`src/rtl/id_ex_stage.sv`:
```
// ID->EX pipeline register: resolves operand forwarding, captures ID into EX one cycle later,
// converts stall/flush into bubbles and keeps saturating stall/flush counters. No backpressure beyond id_hold.
module id_ex_stage #(
  parameter int XLEN  = 32,
  parameter int CNT_W = 16
) (
  input  logic             clk,
  input  logic             rst_n,
  input  logic             id_valid,
  input  logic [XLEN-1:0]  id_pc,
  input  logic [4:0]       id_rs1,
  input  logic [4:0]       id_rs2,
  input  logic [4:0]       id_rd,
  input  logic [XLEN-1:0]  id_rs1_data,
  input  logic [XLEN-1:0]  id_rs2_data,
  input  logic [XLEN-1:0]  id_imm,
  input  logic             id_reg_write,
  input  logic             id_mem_read,
  input  logic             id_mem_write,
  input  logic [3:0]       id_alu_op,
  input  logic             id_alu_src,
  input  logic             stall,
  input  logic             flush,
  input  logic [1:0]       forward_a_src,
  input  logic [1:0]       forward_b_src,
  input  logic [XLEN-1:0]  ex_fwd_data,
  input  logic [XLEN-1:0]  mem_fwd_data,
  output logic             ex_valid,
  output logic [XLEN-1:0]  ex_pc,
  output logic [XLEN-1:0]  ex_rs1_val,
  output logic [XLEN-1:0]  ex_rs2_val,
  output logic [XLEN-1:0]  ex_imm,
  output logic [4:0]       ex_rd,
  output logic             ex_reg_write,
  output logic             ex_mem_read,
  output logic             ex_mem_write,
  output logic [3:0]       ex_alu_op,
  output logic             ex_alu_src,
  output logic             id_hold,
  output logic [CNT_W-1:0] stall_cnt,
  output logic [CNT_W-1:0] flush_cnt
);

  localparam logic [CNT_W-1:0] CNT_MAX = '1;
  localparam logic [CNT_W-1:0] CNT_ONE = CNT_W'(1);

  logic [XLEN-1:0] op_a;
  logic [XLEN-1:0] op_b;
  logic            bubble;

  // Source indices are only consumed by the hazard unit; kept on the port list for a uniform ID bundle.
  logic unused_idx;
  assign unused_idx = ^{id_rs1, id_rs2};

  always_comb begin
    op_a = id_rs1_data;
    op_b = id_rs2_data;
    case (forward_a_src)
      2'b01:   op_a = ex_fwd_data;
      2'b10:   op_a = mem_fwd_data;
      default: op_a = id_rs1_data;
    endcase
    case (forward_b_src)
      2'b01:   op_b = ex_fwd_data;
      2'b10:   op_b = mem_fwd_data;
      default: op_b = id_rs2_data;
    endcase
  end

  assign id_hold = stall & ~flush;
  assign bubble  = stall | flush;

  always_ff @(posedge clk) begin
    if (!rst_n) begin
      ex_valid     <= 1'b0;
      ex_pc        <= '0;
      ex_rs1_val   <= '0;
      ex_rs2_val   <= '0;
      ex_imm       <= '0;
      ex_rd        <= '0;
      ex_reg_write <= 1'b0;
      ex_mem_read  <= 1'b0;
      ex_mem_write <= 1'b0;
      ex_alu_op    <= '0;
      ex_alu_src   <= 1'b0;
      stall_cnt    <= '0;
      flush_cnt    <= '0;
    end else begin
      if (bubble) begin
        // Datapath registers keep stale values; only valid, rd and control are forced.
        ex_valid     <= 1'b0;
        ex_rd        <= '0;
        ex_reg_write <= 1'b0;
        ex_mem_read  <= 1'b0;
        ex_mem_write <= 1'b0;
        ex_alu_op    <= '0;
        ex_alu_src   <= 1'b0;
      end else begin
        ex_valid     <= id_valid;
        ex_pc        <= id_pc;
        ex_rs1_val   <= op_a;
        ex_rs2_val   <= op_b;
        ex_imm       <= id_imm;
        ex_rd        <= id_valid ? id_rd : 5'd0;
        ex_reg_write <= id_valid & id_reg_write;
        ex_mem_read  <= id_valid & id_mem_read;
        ex_mem_write <= id_valid & id_mem_write;
        ex_alu_op    <= id_valid ? id_alu_op : 4'd0;
        ex_alu_src   <= id_valid & id_alu_src;
      end
      if (flush && id_valid && flush_cnt != CNT_MAX)
        flush_cnt <= flush_cnt + CNT_ONE;
      if (!flush && stall && stall_cnt != CNT_MAX)
        stall_cnt <= stall_cnt + CNT_ONE;
    end
  end

endmodule

```
`config.mk`:
```
export PLATFORM = sky130hd
export DESIGN_NAME = id_ex_stage
export DESIGN_NICKNAME = d
export VERILOG_FILES = /design/src/rtl/id_ex_stage.sv
export SDC_FILE = /design/constraint.sdc
export NUM_CORES = 1
export LEC_CHECK = 0
export ABC_CLOCK_PERIOD_IN_PS = 5200
export CAP_MARGIN = 40
export CORE_AREA = 2 2 154 156
export CTS_CLUSTER_SIZE = 20
export DETAILED_ROUTE_END_ITERATION = 10
export DIE_AREA = 0 0 156 158
export PLACE_DENSITY = 0.73
export SETUP_SLACK_MARGIN = 0.02
export SLEW_MARGIN = 20
export SYNTH_ARGS = -nofsm -noshare
export SYNTH_HDL_FRONTEND = slang
export SYNTH_SLANG_ARGS = --single-unit
```
`constraint.sdc`:
```
create_clock -name clk -period 5.2 [get_ports clk]
set_clock_uncertainty 0.05 [all_clocks]
set_input_delay 1.3 -clock clk [delete_from_list [all_inputs] [get_ports clk]]
set_output_delay 1.3 -clock clk [all_outputs]
set_load 0.005 [all_outputs]
```
==> results.yml, run 1 <==
cells_and_area:
  regArea_um2: 3480
  final_cell_mix: "clkdlybuf4s50_1 (388), nand2_1 (343), dfxtp_1 (174)"
  syn2layout_area_growth_pct: 62.1
  design_area_um2: 12300
  utilization_pct: 53.3
  final_nets: 1586
  drive_above_1_share_pct: 3.87
  num-fill-cells: 2216
  final_common_cell: "clkdlybuf4s50_1"
  multi_input_area_um2: 3760
synthesis:
  synth_async_sr_flop_share_pct: 0
  syn_inst: 1016
  synth_fp_nets: 1246
  ys_ff_latch: 174
  syn_area_um2: 7580
  synth_top_area_share_pct: 46.0
  synth_edf_count: 0
  synth_top_area_cell: "dfxtp_1"
  synth_warnings: 0
  ys_seq_area_share_pct: 46.0
  yosys-top-cells-area: "dfxtp_1 (46%), nand2_1 (17%), a21oi_1 (9.9%)"
  ys.flop_type: "dfxtp_1"
  avgSynthCellArea_um2: 7.46
  synthDistinctLibCells: 34
timing:
  max_slew_margin_pct: 47.7
  max_freq_mhz: 239
  fin_crit_sh_pct: 80.5
  setup-tns-final_ns: 0
  finalSetupViolCount: 0
  tightest_slew_ns: 0.784
  rsz0062_at_grt: "no"
  hold_viol_final: 0
  timing.final.ws_setup_ns: 1.01
  slew_violations: 0
  finalWorstPathRequiredPeriod_ns: 4.19
worst_setup_path:
  worstSetupPathType: "in -> out"
  crit_required_ns: 3.85
  crit_chain: "clkdlybuf4s50_1, nand2b_1, buf_4, inv_1, clkdlybuf4s50_1"
  crit_path_frequent_cell: "clkdlybuf4s50_1"
  path_buf_inv: 4
  crit_path_end_kind: "output pin"
  cp_slowest_cell: "clkdlybuf4s50_1"
  crit_family: "buffers and inverters"
  r2r_cells: 5
  arrival_ns: 2.84
  critPathLaunchType: "input pin"
  cp.depth: 5
  critPathMaxStageDelay_ns: 0.52
  cp_max_fo: 21
outcome:
  status: "finished, final reports clean"
floorplan:
  coreArea_um2: 23100
  fp-row-count: 56
  die_area_um2: 24600
  chipWidth_um: 156
  num_io_pins: 399
  die_h_um: 158
  start_util_pct: 32.9
cts:
  cts.clk_slew.worst_paths_ns: 0.07
  postCtsSetupRepairBufs: 0
  cts-resized-gates: 0
  clockBufferDepth: 2
  cts_made_buffers: 17
  cts_sinks: 174
  holdBufCountCts: 0
  cts_tree: "built"
  root_buffer: "clkbuf_16"
  htreeDepth: 4
  insertion_delay_ns: 0.42
global_routing:
  grt.total_usage_pct: 22.2
  grt_pass1_wl_um: 42500
  busiest_layer: "met2"
  grt_max_degree: 130
  met1_usage_pct: 26.2
  grt_pass1_vias: 7649
  grt_antenna_before_repair: 1
  grt_remaining_overflow: 0
  grt_use_met2_pct: 37.2
  use_met3_pct: 8.10
placed_design:
  dpl-instance-area_um2: 11700
  port-buffer-count: 388
  gp_congestion: 0.840
  dp_hpwl_um: 20700
  post-place-ws_ns: 1.04
worst_hold_path:
  hold_depth: 2
  hp-class: "reg -> reg"
drt:
  drc_errors: 0
  first_pass_iters: 5
  ant_nets: 0
  drt_wl_total_um: 28900
  viasPerCell: 5.11
  first_iter_violations: 603
  via_count: 8483
  wl_per_cell_um: 17.4
run:
  cap_viol_max_count: 0
power_and_ir_drop:
  powerDensity_nw_per_um2: 266
  power_leakage_nw: 4.26
  ir_drop_mv: 0.171
[Yosys cell counts (2+ instances only)]
master and instances:
nand2_1 343, dfxtp_1 174, a21oi_1 150, o21ai_0 74, clkbuf_1 73, a22oi_1 64, and2_1 15, or4_1 15
o31ai_1 13, inv_1 10, nand4_1 10, or3_1 8, mux2i_1 7, nand2b_1 7, nand3_1 7, ha_1 6
nor4_1 5, buf_1 4, buf_2 4, nor2_1 4, and3_1 3, and4_1 3, nor3_1 3, o41ai_1 3
or2_2 2
[flip-flops by register name, indices dropped and copies added, names as in the netlist]
signal,cells
ex_pc,32
ex_rd,5
ex_valid,1
ex_mem_read,1
ex_alu_op,4
ex_reg_write,1
ex_alu_src,1
ex_rs1_val,32
stall_cnt,16
ex_imm,32
ex_rs2_val,32
flush_cnt,16
ex_mem_write,1
[per-stage QoR]
stage	power (mW)	cells	hold WS (ns)
after floorplan	1.63	1016	0.403
after CTS	3.30	1658	0.406
after detailed placement	1.97	1626	0.396
after global placement	1.97	1626	0.391
after global routing	3.40	1660	0.421
final	3.26	1660	0.404
[cell families after synthesis]
logic type                 share of synthesized area [%]
AOI/OAI and AO/OA                                   23.1
adders and majority gates                          0.991
and+or+nand+nor                                     24.4
muxes                                              0.925
DFF                                                 46.0
buffers and inverters                               4.62
[final cells by class]
type	instances	share of cell area, %
antenna	1	0.0204
clock buffer	18	3.49
clock inverter	14	1.35
inverter	11	0.357
multi-input combinational	750	30.6
sequential	174	28.4
tap	290	2.95
timing repair buffer	402	32.8
[worst register-to-register path: stages (launching register included)]
cell and delay (ns):
dfxtp_1 0.37, ha_1 0.30, and3_1 0.20, and4b_1 0.38, or4_1 0.55, a21oi_1 0.15
[final timing paths]
path                                      from        endpoint  slack (ns)
worst max-delay path                     flush         id_hold        1.01
worst max register to register    stall_cnt[0]    stall_cnt[6]        3.13
worst min register to register  ex_rs2_val[21]  ex_rs2_val[21]        0.40
worst min-delay path            ex_rs2_val[21]  ex_rs2_val[21]        0.40
[routing by layer]
layer  part of all wire (%)  routed length (um)
met1                     40               11600
met2                     48               13800
met3                    9.8                2820
met4                    2.6                 766
met5                      0                   0
[report_power, final]
group / internal (mW) / switching [mW]
registers: 1.38 / 0.0257
logic: 0.300 / 0.239
clock network: 0.692 / 0.624
total: 2.37 / 0.889
Note: power is estimated with default switching activity, not from simulation.
==> run 2, diff against run 1 <==
- ABC_CLOCK_PERIOD_IN_PS: 5200 -> 3400
- CORE_AREA: 2 2 154 156 -> 2 2 153 155
- DIE_AREA: 0 0 156 158 -> 0 0 155 157
- PLACE_DENSITY: 0.73 -> 0.77
- clock period: 5.2 -> 3.4 ns (I/O delays scaled with it)
==> run 2 against run 1 <==
- clock-buffer cell count stayed put
- utilization is 1.4 points higher
- non-clock buffer count is 5 higher
- clock power is 46% higher
- via count is 0.17% lower
- hold slack worse by 0.00091 ns
- setup slack worse by 0.68 ns
- critical endpoint unchanged
- largest cell class unchanged
- largest power group unchanged
==> results.yml, run 2 (same netlist as run 1, synthesis figures left out) <==
floorplan:
  num_io_pins: 399
  coreArea_um2: 22500
  start_util_pct: 33.7
  die_h_um: 157
  fp-row-count: 55
  die_area_um2: 24300
  chipWidth_um: 155
worst_setup_path:
  arrival_ns: 2.17
  path_buf_inv: 3
  r2r-end: "flush_cnt[9]"
  cp_slowest_cell: "clkdlybuf4s50_1"
  crit_chain: "clkdlybuf4s50_1, nand2b_1, inv_1, clkdlybuf4s50_1"
  r2r_cells: 4
  cp_max_fo: 4
  crit_required_ns: 2.50
  crit_path_frequent_cell: "clkdlybuf4s50_1"
  critPathMaxStageDelay_ns: 0.51
  crit_family: "buffers and inverters"
  critPathLaunchType: "input pin"
  reg2reg_slack_ns: 1.35
  rr_startpoint: "flush_cnt[6]"
  worstSetupPathType: "in -> out"
  crit_path_end_kind: "output pin"
global_routing:
  grt_pass1_vias: 7752
  grt.total_usage_pct: 22.6
  grt_remaining_overflow: 0
  grt_antenna_before_repair: 3
  grt_max_degree: 129
  grt_pass1_wl_um: 43200
cells_and_area:
  syn2layout_area_growth_pct: 62.5
  final_nets: 1591
  antenna_cells: 0
  drive_above_1_share_pct: 4.22
  final_cell_mix: "clkdlybuf4s50_1 (388), nand2_1 (343), dfxtp_1 (174)"
  final_common_cell: "clkdlybuf4s50_1"
placed_design:
  post-place-ws_ns: 0.328
  dp_hpwl_um: 21300
  gp_congestion: 0.866
  port-buffer-count: 388
cts:
  htreeDepth: 4
  insertion_delay_ns: 0.42
  root_buffer: "clkbuf_16"
  clockBufferDepth: 2
  holdBufCountCts: 0
  cts_made_buffers: 17
  cts_sinks: 174
  postCtsSetupRepairBufs: 0
  cts-resized-gates: 0
  cts_tree: "built"
  cts.clk_slew.worst_paths_ns: 0.06
drt:
  first_pass_iters: 5
  drc_errors: 0
  via_count: 8469
  ant_nets: 0
  viasPerCell: 5.10
  first_iter_violations: 676
  drt_wl_total_um: 29100
  wl_per_cell_um: 17.5
timing:
  rsz0062_at_grt: "no"
  tightest_slew_ns: 0.718
  hold_viol_final: 0
  max_freq_mhz: 326
  finalSetupViolCount: 0
  fin_crit_sh_pct: 90.4
  max_slew_margin_pct: 52.1
  timing.final.ws_setup_ns: 0.328
  slew_violations: 0
  finalWorstPathRequiredPeriod_ns: 3.07
  setup-tns-final_ns: 0
worst_hold_path:
  worstHoldStart: "ex_pc[11]"
  min_to: "ex_pc[11]"
  hold_depth: 2
  hp-class: "reg -> reg"
power_and_ir_drop:
  power_leakage_nw: 4.28
  ir_drop_mv: 0.310
  powerDensity_nw_per_um2: 399
outcome:
  status: "finished, final reports clean"
run:
  cap_viol_max_count: 0
==> run 2: cell count changes in the layout (fill, tap and decap cells not counted) <==
cell and delta:
buf_12 +3, buf_4 +3, buf_8 -1, bufinv_16 -1
clkinv_2 +1, diode_2 -1, inv_6 +1, inv_8 -1
==> run 2: worst max-delay path by stage <==
stage,start,end,cells past startpoint
3_5_place_dp,flush,id_hold,4
4_1_cts,flush,id_hold,4
3_3_place_gp,flush,id_hold,4
6_report,flush,id_hold,4
2_1_floorplan,flush,flush_cnt[13],5
5_1_grt,flush,id_hold,4
==> run 2: power breakdown <==
| part | internal, mW | switching [mW] | leakage (nW) |
|---|---|---|---|
| clock | 0.980 | 0.953 | 0.282 |
| combinational | 0.467 | 0.365 | 2.59 |
| sequential | 2.11 | 0.0401 | 1.42 |
| total | 3.56 | 1.36 | 4.28 |
==> run 2: worst reg2reg max path, stage by stage (launching register included) <==
cell and delay (ns):
dfxtp_1 0.46, nand2_1 0.13, or4_1 0.69, or4_1 0.51, a21oi_1 0.16
==> run 2: metrics by stage <==
stage	area (um2)	total power [mW]	std cells	util [%]	hold slack, ns
floorplan	7580	2.50	1016	-	0.403
global placement	11700	3.02	1627	52.2	0.391
detailed placement	11700	3.03	1627	52.2	0.395
CTS	12300	4.97	1659	54.7	0.405
global route	12300	5.12	1659	54.7	0.423
finish	12300	4.92	1659	54.7	0.403
==> run 2: metal layers <==
metal / wire (um) / global-route usage, % / vias to the layer above
met5: 40 / 0 / -
met4: 728 / 7.50 / 6
met3: 2690 / 6.91 / 43
met2: 13800 / 38.1 / 386
met1: 11800 / 27.6 / 3848
li1: - / - / 4186
==> run 2: layout make-up <==
type,count,area [um2]
Tap cell,285,357
Fill cell,2119,10200
Multi-Input combinational cell,750,3760
Clock inverter,14,139
Timing Repair Buffer,407,4100
Sequential cell,174,3480
Clock buffer,18,429
Inverter,11,43.8
